### config.mk
export PLATFORM = sky130hd
export DESIGN_NAME = spi_slave_ctrl
export DESIGN_NICKNAME = d
export VERILOG_FILES = /design/src/rtl/spi_slave_ctrl.sv
export SDC_FILE = /design/constraint.sdc
export NUM_CORES = 1
export LEC_CHECK = 0
export BUFFER_PORTS_ARGS = -buffer_cell sky130_fd_sc_hd__buf_2
export CORE_MARGIN = 1
export CORE_UTILIZATION = 45
export DETAILED_ROUTE_END_ITERATION = 10
export PLACE_DENSITY = 0.65
export SLEW_MARGIN = 0
export SYNTH_ARGS = -nofsm -noshare
export SYNTH_HDL_FRONTEND = slang
export SYNTH_SLANG_ARGS = --single-unit
### constraint.sdc
create_clock -name clk -period 1.9 [get_ports clk]
set_clock_uncertainty 0.2 [all_clocks]
set_input_delay 0.19 -clock clk [delete_from_list [all_inputs] [get_ports clk]]
set_output_delay 0.19 -clock clk [all_outputs]
set_load 0.02 [all_outputs]
### src/rtl/spi_slave_ctrl.sv
// SPI mode-0 slave frame decoder -> single-cycle register read/write strobes, all in clk domain.
// Optional SPI_SLAVE_ADDR_AUTOINC_EN: burst mode with address auto-increment per data word.
module spi_slave_ctrl #(
  parameter int ADDR_WIDTH = 7,
  parameter int DATA_WIDTH = 16
) (
  input  logic                  clk,
  input  logic                  rst,
  input  logic                  spi_csb,
  input  logic                  spi_sclk,
  input  logic                  spi_mosi,
  output logic                  spi_miso,
  output logic                  spi_miso_oe,
  output logic [ADDR_WIDTH-1:0] reg_addr,
  output logic [DATA_WIDTH-1:0] reg_wdata,
  output logic                  reg_wr,
  output logic                  reg_rd,
  input  logic [DATA_WIDTH-1:0] reg_rdata
);

  localparam int CMD_BITS = ADDR_WIDTH + 1;
  localparam int MAX_BITS = (CMD_BITS > DATA_WIDTH) ? CMD_BITS : DATA_WIDTH;
  localparam int CNT_W    = $clog2(MAX_BITS + 1);
  localparam logic [CNT_W-1:0] CMD_LAST  = CNT_W'(CMD_BITS - 1);
  localparam logic [CNT_W-1:0] DATA_LAST = CNT_W'(DATA_WIDTH - 1);

  typedef enum logic [1:0] {IDLE, CMD, DATA, DONE} state_t;

  state_t                  state;
  state_t                  state_nxt;
  logic                    sclk_q;
  logic                    csb_q;
  logic                    sclk_rise;
  logic                    sclk_fall;
  logic                    csb_fall;
  logic [CNT_W-1:0]        bit_cnt;
  logic [ADDR_WIDTH-1:0]   cmd_sh;
  logic [ADDR_WIDTH:0]     cmd_next;
  logic [DATA_WIDTH-2:0]   data_sh;
  logic [DATA_WIDTH-1:0]   data_next;
  logic [DATA_WIDTH-1:0]   tx_sh;
  logic                    miso_q;
  logic                    rw_q;
  logic                    rd_q;
  logic                    cnt_clr;
  logic                    addr_ld;
  logic                    wdata_ld;
  logic                    rd_set;
  logic                    wr_set;

  assign sclk_rise = spi_sclk & ~sclk_q;
  assign sclk_fall = ~spi_sclk & sclk_q;
  assign csb_fall  = ~spi_csb & csb_q;

  assign cmd_next  = {cmd_sh, spi_mosi};
  assign data_next = {data_sh, spi_mosi};

  assign spi_miso  = miso_q & rw_q & (state == DATA);

  always_comb begin
    state_nxt = state;
    cnt_clr   = 1'b0;
    addr_ld   = 1'b0;
    wdata_ld  = 1'b0;
    rd_set    = 1'b0;
    wr_set    = 1'b0;
    if (spi_csb) begin
      state_nxt = IDLE;
    end else begin
      case (state)
        IDLE: begin
          if (csb_fall) begin
            state_nxt = CMD;
            cnt_clr   = 1'b1;
          end
        end
        CMD: begin
          if (sclk_rise && bit_cnt == CMD_LAST) begin
            addr_ld   = 1'b1;
            cnt_clr   = 1'b1;
            rd_set    = cmd_next[ADDR_WIDTH];
            state_nxt = DATA;
          end
        end
        DATA: begin
          if (sclk_rise && bit_cnt == DATA_LAST) begin
            cnt_clr = 1'b1;
            if (!rw_q) begin
              wdata_ld = 1'b1;
              wr_set   = 1'b1;
            end
`ifdef SPI_SLAVE_ADDR_AUTOINC_EN
            // next burst word: prefetch the following register so it shifts out gap-free
            rd_set = rw_q;
`else
            state_nxt = DONE;
`endif
          end
        end
        DONE: begin
          state_nxt = DONE;
        end
        default: state_nxt = IDLE;
      endcase
    end
  end

  always_ff @(posedge clk) begin
    if (rst) begin
      state       <= IDLE;
      sclk_q      <= 1'b0;
      // Reset as "selected" so a CSB already low when reset releases is not seen as a frame start
      csb_q       <= 1'b0;
      bit_cnt     <= '0;
      cmd_sh      <= '0;
      data_sh     <= '0;
      tx_sh       <= '0;
      miso_q      <= 1'b0;
      rw_q        <= 1'b0;
      rd_q        <= 1'b0;
      reg_addr    <= '0;
      reg_wdata   <= '0;
      reg_wr      <= 1'b0;
      reg_rd      <= 1'b0;
      spi_miso_oe <= 1'b0;
    end else begin
      state       <= state_nxt;
      sclk_q      <= spi_sclk;
      csb_q       <= spi_csb;
      spi_miso_oe <= ~spi_csb;
      reg_wr      <= wr_set;
      reg_rd      <= rd_set;
      rd_q        <= reg_rd;

      if (cnt_clr) begin
        bit_cnt <= '0;
      end else if (sclk_rise && (state == CMD || state == DATA)) begin
        bit_cnt <= bit_cnt + CNT_W'(1);
      end

      if (state == CMD && sclk_rise) begin
        cmd_sh <= cmd_next[ADDR_WIDTH-1:0];
      end
      if (state == DATA && sclk_rise && !rw_q) begin
        data_sh <= data_next[DATA_WIDTH-2:0];
      end
      if (wdata_ld) begin
        reg_wdata <= data_next;
      end

      if (addr_ld) begin
        reg_addr <= cmd_next[ADDR_WIDTH-1:0];
        rw_q     <= cmd_next[ADDR_WIDTH];
      end
`ifdef SPI_SLAVE_ADDR_AUTOINC_EN
      else if (reg_wr || (rd_set && state == DATA)) begin
        reg_addr <= reg_addr + ADDR_WIDTH'(1);
      end
`endif

      // reg_rdata is valid the cycle after reg_rd; each fall presents the next bit, MSB first
      if (rd_q) begin
        tx_sh <= reg_rdata;
      end else if (state == DATA && rw_q && sclk_fall) begin
        miso_q <= tx_sh[DATA_WIDTH-1];
        tx_sh  <= {tx_sh[DATA_WIDTH-2:0], 1'b0};
      end
      if (addr_ld) begin
        miso_q <= 1'b0;
      end
    end
  end

endmodule

Yosys cells after proc, flatten, opt, wreduce, memory -nomap -nowiden --
Index checks and enable logic that the tools add are counted.
Cells by class: equality and inequality tests 8, $add $sub $neg 1, muxes and demuxes 17, reduce and logical (&&, ||, !) cells 18, bitwise logic cells 11
Operators by type and width (number):
- 16-bit two-way mux | 2
- 1-bit two-way mux | 10
- 1-bit logical AND | 8
- 2-bit one-hot mux with 4 select lines | 1
- 2-bit two-way mux | 3
- 2-bit != test, second input constant | 3
- 1-bit NOT | 6
- 2-bit OR reduction | 3
- 5-bit by 1-bit adder with 5-bit output, second input constant | 1
- 1-bit bitwise AND | 5
- 5-bit by 3-bit == test with 1-bit output, second input constant | 1
- 5-bit by 4-bit == test with 1-bit output, second input constant | 1
- 2-bit == test, second input constant | 2
- 4-bit OR reduction | 1
- 1-bit one-hot mux with 3 select lines | 1
- 3-bit AND reduction | 1
- 2-bit by 1-bit == test with 1-bit output, second input constant | 1
- 2-bit zero test | 1
- 2-bit AND reduction | 1
- 2-bit nonzero test | 1
- 1-bit zero test | 1
- 1-bit logical OR | 1
Word-level totals: input bits 21, register bits after elaboration 76, logic and storage cells 70

Logic depth before layout (Yosys ltp) --
Gate-level depths: netlist (run 1).
depth in word-level cells 7, depth in mapped cells 9

Worst setup path after synthesis (run 1) --
No wires, ideal clock.
path type reg2reg, start point register state[0], end point register reg_wdata[10], data arrival time 1600 ps, stages on the path, launching flop included 10, setup slack -27 ps, setup time 128 ps, required time 1572 ps, path through dfxtp_1 > inv_1 > ha_1 > and4bb_1 > buf_4 > nand3b_4 > buf_6 > buf_12 > mux2i_1 > nor2_1
Between the ends: cells in the longest elaborated chain, start to end 3
Ends and longest elaborated chain:
- start: declaration | RTL line 29 | state_t state;
- start signal: assignment | RTL line 127 | state <= state_nxt;
- 2-bit == test | RTL line 70 | case (state)
- 1-bit two-way mux | RTL line 70
- 1-bit two-way mux | RTL line 67 | if (spi_csb) begin
- end signal: assignment | RTL line 148 | reg_wdata <= data_next;
- end: declaration | RTL line 15 | output logic [DATA_WIDTH-1:0] reg_wdata,
Every way passes these cells. A chain may end at the register's enable or synchronous reset.

Final worst setup path (run 1) --
start point register bit_cnt[0], end point register bit_cnt[4]
Between the ends: cells in the longest elaborated chain, start to end 6
Ends and longest elaborated chain:
- start: declaration | RTL line 36 | logic [CNT_W-1:0] bit_cnt;
- start signal: assignment | RTL line 138 | bit_cnt <= bit_cnt + CNT_W'(1);
- 5-bit by 4-bit == test with 1-bit output or 5-bit by 3-bit == test with 1-bit output (tied branches) | RTL line 86, 78
- 1-bit logical AND, on equally long branches | RTL line 86, 78
- 1-bit two-way mux, on equally long branches | RTL line 86, 78
- 1-bit one-hot mux with 3 select lines | RTL line 70
- 1-bit two-way mux | RTL line 67
- 2-bit OR reduction (no line)
Parallel ways exist; a longest one is shown, timed or not.

==> impl_metrics.env, run 1 <==
export IMPL_synthesis_instances=316
export IMPL_cts_buffer_depth=2
export IMPL_maxCapViolCount=0
export IMPL_gp_congestion=0.805
export IMPL_arrival_ns=1.90
export IMPL_p_per_area_nw_per_um2=790
export IMPL_die_area_um2=7150
export IMPL_power_mw=3.10
export IMPL_hold_path_class="in2reg"
export IMPL_fillerInstances=569
export IMPL_syn_to_final_growth_pct=27.9
export IMPL_slew_headroom_pct=73.5
export IMPL_netlist_top_cells_area="dfxtp_1 (50%), mux2i_1 (13%), nor2_1 (5.9%), nand2_1 (5.1%), a21oi_1 (3.9%)"
export IMPL_r2r_slack_ns=0.07
export IMPL_leakage_nw=1.76
export IMPL_final_area_um2=3930
export IMPL_grt_first_pass_wirelength_um=10100
export IMPL_vias_per_cell=5.02
export IMPL_fin_crit_ns=1.83
export IMPL_critPathMaxFanout=5
export IMPL_synth_nets=343
export IMPL_syn_cell_area_um2=3070
export IMPL_fmax_ghz=0.546
export IMPL_num_vias=2378
export IMPL_vdd_drop_max_uv=504
export IMPL_nNetsFinal=419
export IMPL_clk_insertion_delay_late_ns=0.35
export IMPL_cts_buffers=9
export IMPL_fin_crit_sh_pct=96.4
export IMPL_yosys_warnings=0
export IMPL_first_pass_iters=7
export IMPL_tightestPinTransition_ns=0.398
export IMPL_dp_cells=432
export IMPL_required_ns=1.97
export IMPL_synth_largest_area_cell="dfxtp_1"
export IMPL_ys_types=34
export IMPL_dpl_cell_area_um2=3380
export IMPL_hold_viol=0
export IMPL_num_antenna_cells=0
export IMPL_place_hpwl_um=3710
export IMPL_violations="design-rule violations"
export IMPL_antenna_found_initial=0
export IMPL_crit_path_start_kind="flop"
export IMPL_die_w_um=84.6
export IMPL_cts_tree="yes"
export IMPL_rows=29
export IMPL_portBuffers=47
export IMPL_holdWs_ns=0.185
export IMPL_final_common_cell="dfxtp_1"
export IMPL_grt_pass1_vias=2155
export IMPL_crit_type="reg2reg"
export IMPL_final_cell_mix="dfxtp_1 (73), nor2_1 (48), buf_2 (47)"
export IMPL_final_cells=474
export IMPL_clockRootBuffer="clkbuf_8"
export IMPL_setup_violations=0
export IMPL_yosys_area_top_type_share_pct=49.6
export IMPL_grt_ovfl_total=0
export IMPL_drc=10
export IMPL_setup_worst_path_end_class="flop"
export IMPL_drive_gt1_share_pct=25.7
export IMPL_outcome="finished with violations"
export IMPL_grtUsageTotal_pct=17.7
export IMPL_syn_avg_cell_area_um2=9.71
export IMPL_routedWlPerCell_um=12.5
export IMPL_ys_seq_area_share_pct=49.6
export IMPL_wirelength_um=5950
export IMPL_ant_nets=0
export IMPL_synth_ff_latch_count=76
export IMPL_path_clk_slew_ns=0.08
export IMPL_h_tree_depth=3
export IMPL_drtIter0Drc=107
export IMPL_maxSlewViolCount=0
export IMPL_cts_sinks=76
export IMPL_dieHeight_um=84.6
export IMPL_fp_coreArea_um2=6460
export IMPL_grt_max_degree=40
export IMPL_io_pins=48
export IMPL_fin_tns_setup_ns=0
export IMPL_initial_utilization_pct=47.5
## report_power, final
part	internal, mW	total (mW)	switching, mW	leakage [nW]
Combinational	0.0797	0.164	0.0843	1.03
Sequential	1.60	1.61	0.00948	0.614
Clock	0.742	1.33	0.585	0.111
Total	2.42	3.10	0.679	1.76
## layout make-up
type	count	area, um^2	share of cell area (%)
Sequential cell	76	1530	38.9
Multi-Input combinational cell	217	1470	37.4
Timing Repair Buffer	85	608	15.5
Clock buffer	10	128	3.25
Tap cell	77	96.3	2.45
Clock inverter	6	87.6	2.23
Inverter	3	11.3	0.287
## timing repair
action / 4_1_cts / 5_1_grt
pin swaps: 0 / 3
resized for setup: 2 / 12
hold buffers: 20 / 0
endpoints found under the setup margin: 24 / 37
buffers inserted: 5 / 1
endpoints found under the hold margin: 28 / 0
## logic make-up after synthesis
kind of cell / Yosys count / synth area share (%)
AO/OA/AOI/OAI: 31 / 5.63
multiplexers: 56 / 18.9
adder cells (fa/ha/maj): 6 / 2.45
flip-flops: 76 / 49.6
AND/OR/NAND/NOR: 121 / 18.6
buffers and inverters: 23 / 4.04
XOR/XNOR: 3 / 0.857
## layer usage
layer  up-vias  wire length (um)  global-route usage, %
met5         -                 0                      0
met4         0               102                   7.09
met3        12               245                   5.11
met2        53              2740                   27.3
met1      1096              2860                   23.5
li1       1217                 -                      -
## metrics by stage
step           setup WS (ns)  utilization (%)
3_3_place_gp        -0.00681             52.3
3_5_place_dp         -0.0722             52.3
6_report              0.0687             60.8
2_1_floorplan         0.0171                -
5_1_grt              -0.0135             60.8
4_1_cts               0.0238             60.1
## critical path: stages (launching register included)
cell,delay [ns]
dfxtp_2,0.33
ha_2,0.18
and3_4,0.19
ha_4,0.15
buf_4,0.14
a41o_1,0.17
a21o_1,0.21
a211oi_2,0.20
## synthesized netlist by cell type
| master | count |
|---|---|
| a211oi_1 | 1 |
| a21o_1 | 1 |
| a21oi_1 | 24 |
| a22oi_1 | 1 |
| a32o_1 | 1 |
| a41o_1 | 1 |
| and3_1 | 2 |
| and3b_1 | 2 |
| and4bb_1 | 1 |
| buf_12 | 1 |
| buf_2 | 5 |
| buf_4 | 2 |
| buf_6 | 1 |
| clkbuf_1 | 11 |
| dfxtp_1 | 76 |
| ha_1 | 6 |
| inv_1 | 3 |
| mux2_1 | 7 |
| mux2_2 | 8 |
| mux2i_1 | 41 |
| nand2_1 | 42 |
| nand2b_1 | 2 |
| nand3_1 | 8 |
| nand3b_1 | 4 |
| nand3b_4 | 1 |
| nand4_1 | 1 |
| nand4b_4 | 1 |
| nand4bb_1 | 1 |
| nor2_1 | 48 |
| nor2b_1 | 4 |
| nor3_1 | 4 |
| o21ai_0 | 2 |
| xnor2_1 | 1 |
| xor2_1 | 2 |
## path summary, 6_finish.rpt
kind | start | to | depth (start not counted)
max reg2reg | bit_cnt[0] | bit_cnt[4] | 7
max | bit_cnt[0] | bit_cnt[4] | 7
min | spi_sclk | reg_rd | 4
min reg2reg | cmd_sh[6] | reg_rd | 2
## flip-flops by register name (all words and copies together), names as in the netlist
register and count:
spi_miso_oe 1, tx_sh 16, reg_wr 1, bit_cnt 5
csb_q 1, sclk_q 1, state 2, data_sh 15
reg_wdata 16, cmd_sh 7, rw_q 1, reg_addr 7
reg_rd 1, rd_q 1, miso_q 1
Power figures use the tool's default switching activity.
==> run 2, diff against run 1 <==
Settings changed: BUFFER_PORTS_ARGS -buffer_cell sky130_fd_sc_hd__buf_2 to unset, DONT_BUFFER_PORTS set to 1, PLACE_DENSITY 0.65 to 0.59.
==> impl_metrics.env, run 2 (synthesized netlist as in run 1, its figures left out) <==
export IMPL_nNetsFinal=357
export IMPL_maxCapViolCount=0
export IMPL_grt_first_pass_wirelength_um=9300
export IMPL_crit_path_start_kind="flop"
export IMPL_cts_sinks=76
export IMPL_drc=8
export IMPL_antenna_found_initial=0
export IMPL_final_core_util_pct=54.9
export IMPL_fmax_ghz=0.544
export IMPL_fp_coreArea_um2=6460
export IMPL_final_area_um2=3540
export IMPL_syn_to_final_growth_pct=15.5
export IMPL_grtUsageTotal_pct=16.5
export IMPL_setup_violations=0
export IMPL_critPathMaxFanout=4
export IMPL_holdWs_ns=-0.280
export IMPL_clk_insertion_delay_late_ns=0.34
export IMPL_tightestPinTransition_ns=0.269
export IMPL_slowest_delay_ns=0.34
export IMPL_path_clk_slew_ns=0.07
export IMPL_first_pass_iters=7
export IMPL_routedWlPerCell_um=13.7
export IMPL_cts_buffers=9
export IMPL_violations="design-rule violations, negative hold slack"
export IMPL_arrival_ns=1.91
export IMPL_use_met3_pct=4.52
export IMPL_grt_ovfl_total=0
export IMPL_fin_crit_ns=1.84
export IMPL_portBuffers=0
export IMPL_place_hpwl_um=3520
export IMPL_crit_chain="ha_4 > and3_1 > ha_2 > buf_4 > a41o_1 > a21o_1 > buf_6 > nor2_2"
export IMPL_slew_headroom_pct=81.6
export IMPL_hold_path_class="in2reg"
export IMPL_cp_top_family="compound AO/OA/AOI/OAI gates"
export IMPL_grt_use_met1_pct=20.7
export IMPL_fin_crit_sh_pct=96.8
export IMPL_final_cell_mix="dfxtp_1 (73), nor2_1 (46), nand2_1 (42)"
export IMPL_vias_per_cell=5.19
export IMPL_grt_max_degree=71
export IMPL_die_w_um=84.6
export IMPL_num_antenna_cells=0
export IMPL_drtIter0Drc=101
export IMPL_num_vias=2139
export IMPL_gp_congestion=0.774
export IMPL_vdd_drop_max_uv=459
export IMPL_initial_utilization_pct=47.5
export IMPL_fin_tns_setup_ns=0
export IMPL_dpl_cell_area_um2=3170
export IMPL_setup_slack_ns=0.0605
export IMPL_leakage_nw=1.48
export IMPL_dp_cells=387
export IMPL_cp_buffers_inverters=2
export IMPL_hold_buffers=6
export IMPL_busiest_layer="met2"
export IMPL_die_area_um2=7150
export IMPL_dieHeight_um=84.6
export IMPL_ant_nets=0
export IMPL_final_common_cell="dfxtp_1"
export IMPL_wirelength_um=5630
export IMPL_setup_worst_path_end_class="flop"
export IMPL_hold_viol=65
export IMPL_p_per_area_nw_per_um2=879
export IMPL_rows=29
export IMPL_io_pins=48
export IMPL_outcome="finished with violations"
export IMPL_maxSlewViolCount=0
export IMPL_reg_largest_list="reg_wdata x16, tx_sh x16, data_sh x15"
export IMPL_crit_type="reg2reg"
export IMPL_final_cells=412
export IMPL_required_ns=1.97
export IMPL_pre_cts_slack_ns=-0.0818
export IMPL_power_mw=3.12
export IMPL_clockRootBuffer="clkbuf_8"
export IMPL_h_tree_depth=3
export IMPL_drive_gt1_share_pct=15.8
export IMPL_cts_buffer_depth=2
export IMPL_grt_pass1_vias=1993
export IMPL_cts_tree="yes"
export IMPL_critical_path_slowest_cell="dfxtp_2"
export IMPL_grtUsageMet2_pct=25.9
==> run 2: area by class of cell <==
class,instances,area (um^2)
Clock buffer,11,151
Clock inverter,5,82.6
Fill cell,606,2920
Inverter,3,11.3
Multi-Input combinational cell,217,1460
Sequential cell,76,1530
Tap cell,77,96.3
Timing Repair Buffer,23,216
==> run 2: worst reg2reg max path, stage by stage, from the launching register on <==
cell and delay (ns):
dfxtp_2 0.34, ha_4 0.15, and3_1 0.17, ha_2 0.17, buf_4 0.14, a41o_1 0.17, a21o_1 0.18, buf_6 0.14
nor2_2 0.10
==> run 2: worst paths after layout <==
check / start / end / slack, ns / depth (start not counted)
max: bit_cnt[1] / bit_cnt[0] / 0.06 / 8
min: rst / tx_sh[10] / -0.28 / 1
max reg2reg: bit_cnt[1] / bit_cnt[0] / 0.06 / 8
min reg2reg: data_sh[14] / data_sh[14] / 0.26 / 2
==> run 2: report_power, final <==
group / internal [mW] / switching [mW]
Sequential: 1.60 / 0.00960
Combinational: 0.0467 / 0.0485
Clock: 0.816 / 0.593
Total: 2.46 / 0.651
==> run 2: per-layer routing <==
layer / routed length (um) / vias up
met2: 2570 / 38
met5: 0 / -
met1: 2670 / 1001
met4: 122 / 0
met3: 263 / 11
li1: - / 1089
==> run 2: timing repair <==
| action | CTS | global route |
|---|---|---|
| pin swaps | 1 | 3 |
| hold endpoints to repair | 72 | 66 |
| buffers inserted | 1 | 2 |
| resized for setup | 7 | 6 |
| setup endpoints to repair | 18 | 28 |
==> run 3, diff against run 2 <==
Settings changed: CORE_ASPECT_RATIO set to 1.5.
==> impl_metrics.env, run 3 (synthesized netlist as in run 1, its figures left out) <==
export IMPL_cp_buffers_inverters=0
export IMPL_final_core_util_pct=57.7
export IMPL_die_w_um=69.4
export IMPL_grt_ovfl_total=0
export IMPL_setup_violations=0
export IMPL_dp_cells=383
export IMPL_vdd_drop_max_uv=524
export IMPL_hold_viol=0
export IMPL_setup_worst_path_end_class="flop"
export IMPL_routedWlPerCell_um=14.8
export IMPL_leakage_nw=1.55
export IMPL_grt_max_degree=71
export IMPL_fp_coreArea_um2=6530
export IMPL_cts_buffers=9
export IMPL_syn_to_final_growth_pct=22.8
export IMPL_final_cells=430
export IMPL_cts_tree="yes"
export IMPL_clockRootBuffer="clkbuf_8"
export IMPL_h_tree_depth=3
export IMPL_critPathMaxFanout=4
export IMPL_crit_type="reg2reg"
export IMPL_grtUsageMet2_pct=28.1
export IMPL_critical_path_slowest_cell="dfxtp_2"
export IMPL_slew_headroom_pct=78.9
export IMPL_first_pass_iters=4
export IMPL_tightestPinTransition_ns=0.315
export IMPL_place_hpwl_um=3620
export IMPL_cts_sinks=76
export IMPL_final_cell_mix="dfxtp_1 (72), nor2_1 (48), nand2_1 (42)"
export IMPL_crit_path_frequent_cell="ha_4"
export IMPL_outcome="finished clean"
export IMPL_initial_utilization_pct=47.0
export IMPL_clk_insertion_delay_late_ns=0.35
export IMPL_cp_top_family="compound AO/OA/AOI/OAI gates"
export IMPL_drc=0
export IMPL_cts_buffer_depth=2
export IMPL_required_ns=1.95
export IMPL_drtIter0Drc=153
export IMPL_antenna_found_initial=0
export IMPL_drive_gt1_share_pct=15.5
export IMPL_portBuffers=0
export IMPL_fin_crit_sh_pct=97.7
export IMPL_crit_chain="ha_4 > and3_4 > ha_4 > nand3b_1 > a22oi_2 > nand2_1 > a32o_1"
export IMPL_die_area_um2=7160
export IMPL_arrival_ns=1.90
export IMPL_use_met3_pct=7.43
export IMPL_fin_crit_ns=1.86
export IMPL_io_pins=48
export IMPL_maxCapViolCount=0
export IMPL_crit_path_start_kind="flop"
export IMPL_dieHeight_um=103
export IMPL_rows=36
export IMPL_hold_path_class="in2reg"
export IMPL_grt_use_met1_pct=18.2
export IMPL_grt_pass1_vias=2083
export IMPL_p_per_area_nw_per_um2=826
export IMPL_num_antenna_cells=0
export IMPL_grtUsageTotal_pct=16.9
export IMPL_wirelength_um=6350
export IMPL_final_common_cell="dfxtp_1"
export IMPL_ant_nets=0
export IMPL_nNetsFinal=376
export IMPL_path_clk_slew_ns=0.08
export IMPL_num_vias=2258
export IMPL_busiest_layer="met2"
export IMPL_gp_congestion=0.862
export IMPL_grt_first_pass_wirelength_um=9430
export IMPL_reg_largest_list="reg_wdata x16, tx_sh x16, data_sh x15"
export IMPL_vias_per_cell=5.25
export IMPL_fmax_ghz=0.539
export IMPL_slowest_delay_ns=0.36
export IMPL_maxSlewViolCount=0
## run 3: timing repair
item	4_1_cts	5_1_grt
cloned	0	1
endpoints found under the hold margin	76	66
resized for setup	3	15
hold buffers	7	20
pin swaps	0	4
buffers inserted	1	3
endpoints found under the setup margin	5	29
## run 3: final timing paths
path / startpoint / endpoint / slack (ns) / depth (start not counted)
worst min register to register: data_sh[14] / data_sh[14] / 0.26 / 2
worst min-delay path: spi_csb / miso_q / 0.02 / 3
worst max register to register: bit_cnt[0] / state[0] / 0.04 / 7
worst max-delay path: bit_cnt[0] / state[0] / 0.04 / 7
## run 3: metal layers
| layer | share of wire [%] | routed length, um | up-vias |
|---|---|---|---|
| met5 | 0 | 0 | - |
| met4 | 2.0 | 125 | 0 |
| met3 | 4.3 | 271 | 11 |
| met2 | 52 | 3290 | 37 |
| met1 | 42 | 2660 | 1078 |
| li1 | - | - | 1132 |
## run 3: worst min-delay path, cell delays in order
cell and delay (ns):
nor3_2 0.03, buf_2 0.15, nor3_1 0.16
## run 3: area by class of cell
cell class | instances | area [um^2]
Tap cell | 76 | 95.1
Timing Repair Buffer | 42 | 420
Sequential cell | 76 | 1530
Multi-Input combinational cell | 217 | 1490
Clock buffer | 11 | 141
Inverter | 3 | 11.3
Fill cell | 584 | 2770
Clock inverter | 5 | 75.1
## run 3: through the flow
| step | cell area (um^2) | setup TNS [ns] | setup slack (ns) | power, mW | hold WS, ns |
|---|---|---|---|---|---|
| after global placement | 3140 | -0.0243 | -0.0243 | 1.72 | 0.0672 |
| after global routing | 3770 | -0.0276 | -0.0276 | 3.22 | 0.0441 |
| final | 3770 | 0 | 0.0430 | 3.11 | 0.0152 |
| after floorplan | 3070 | 0 | 0.0171 | 1.72 | 0.0928 |
| after CTS | 3450 | 0 | 0.000265 | 3.08 | -0.325 |
| after detailed placement | 3140 | -0.0451 | -0.0451 | 1.72 | 0.0673 |
## run 3: where the power goes
part           switching, mW  total [mW]  internal [mW]
Clock                  0.572        1.34          0.769
Sequential            0.0120        1.61           1.60
Combinational         0.0805       0.158         0.0772
Total                  0.664        3.11           2.45
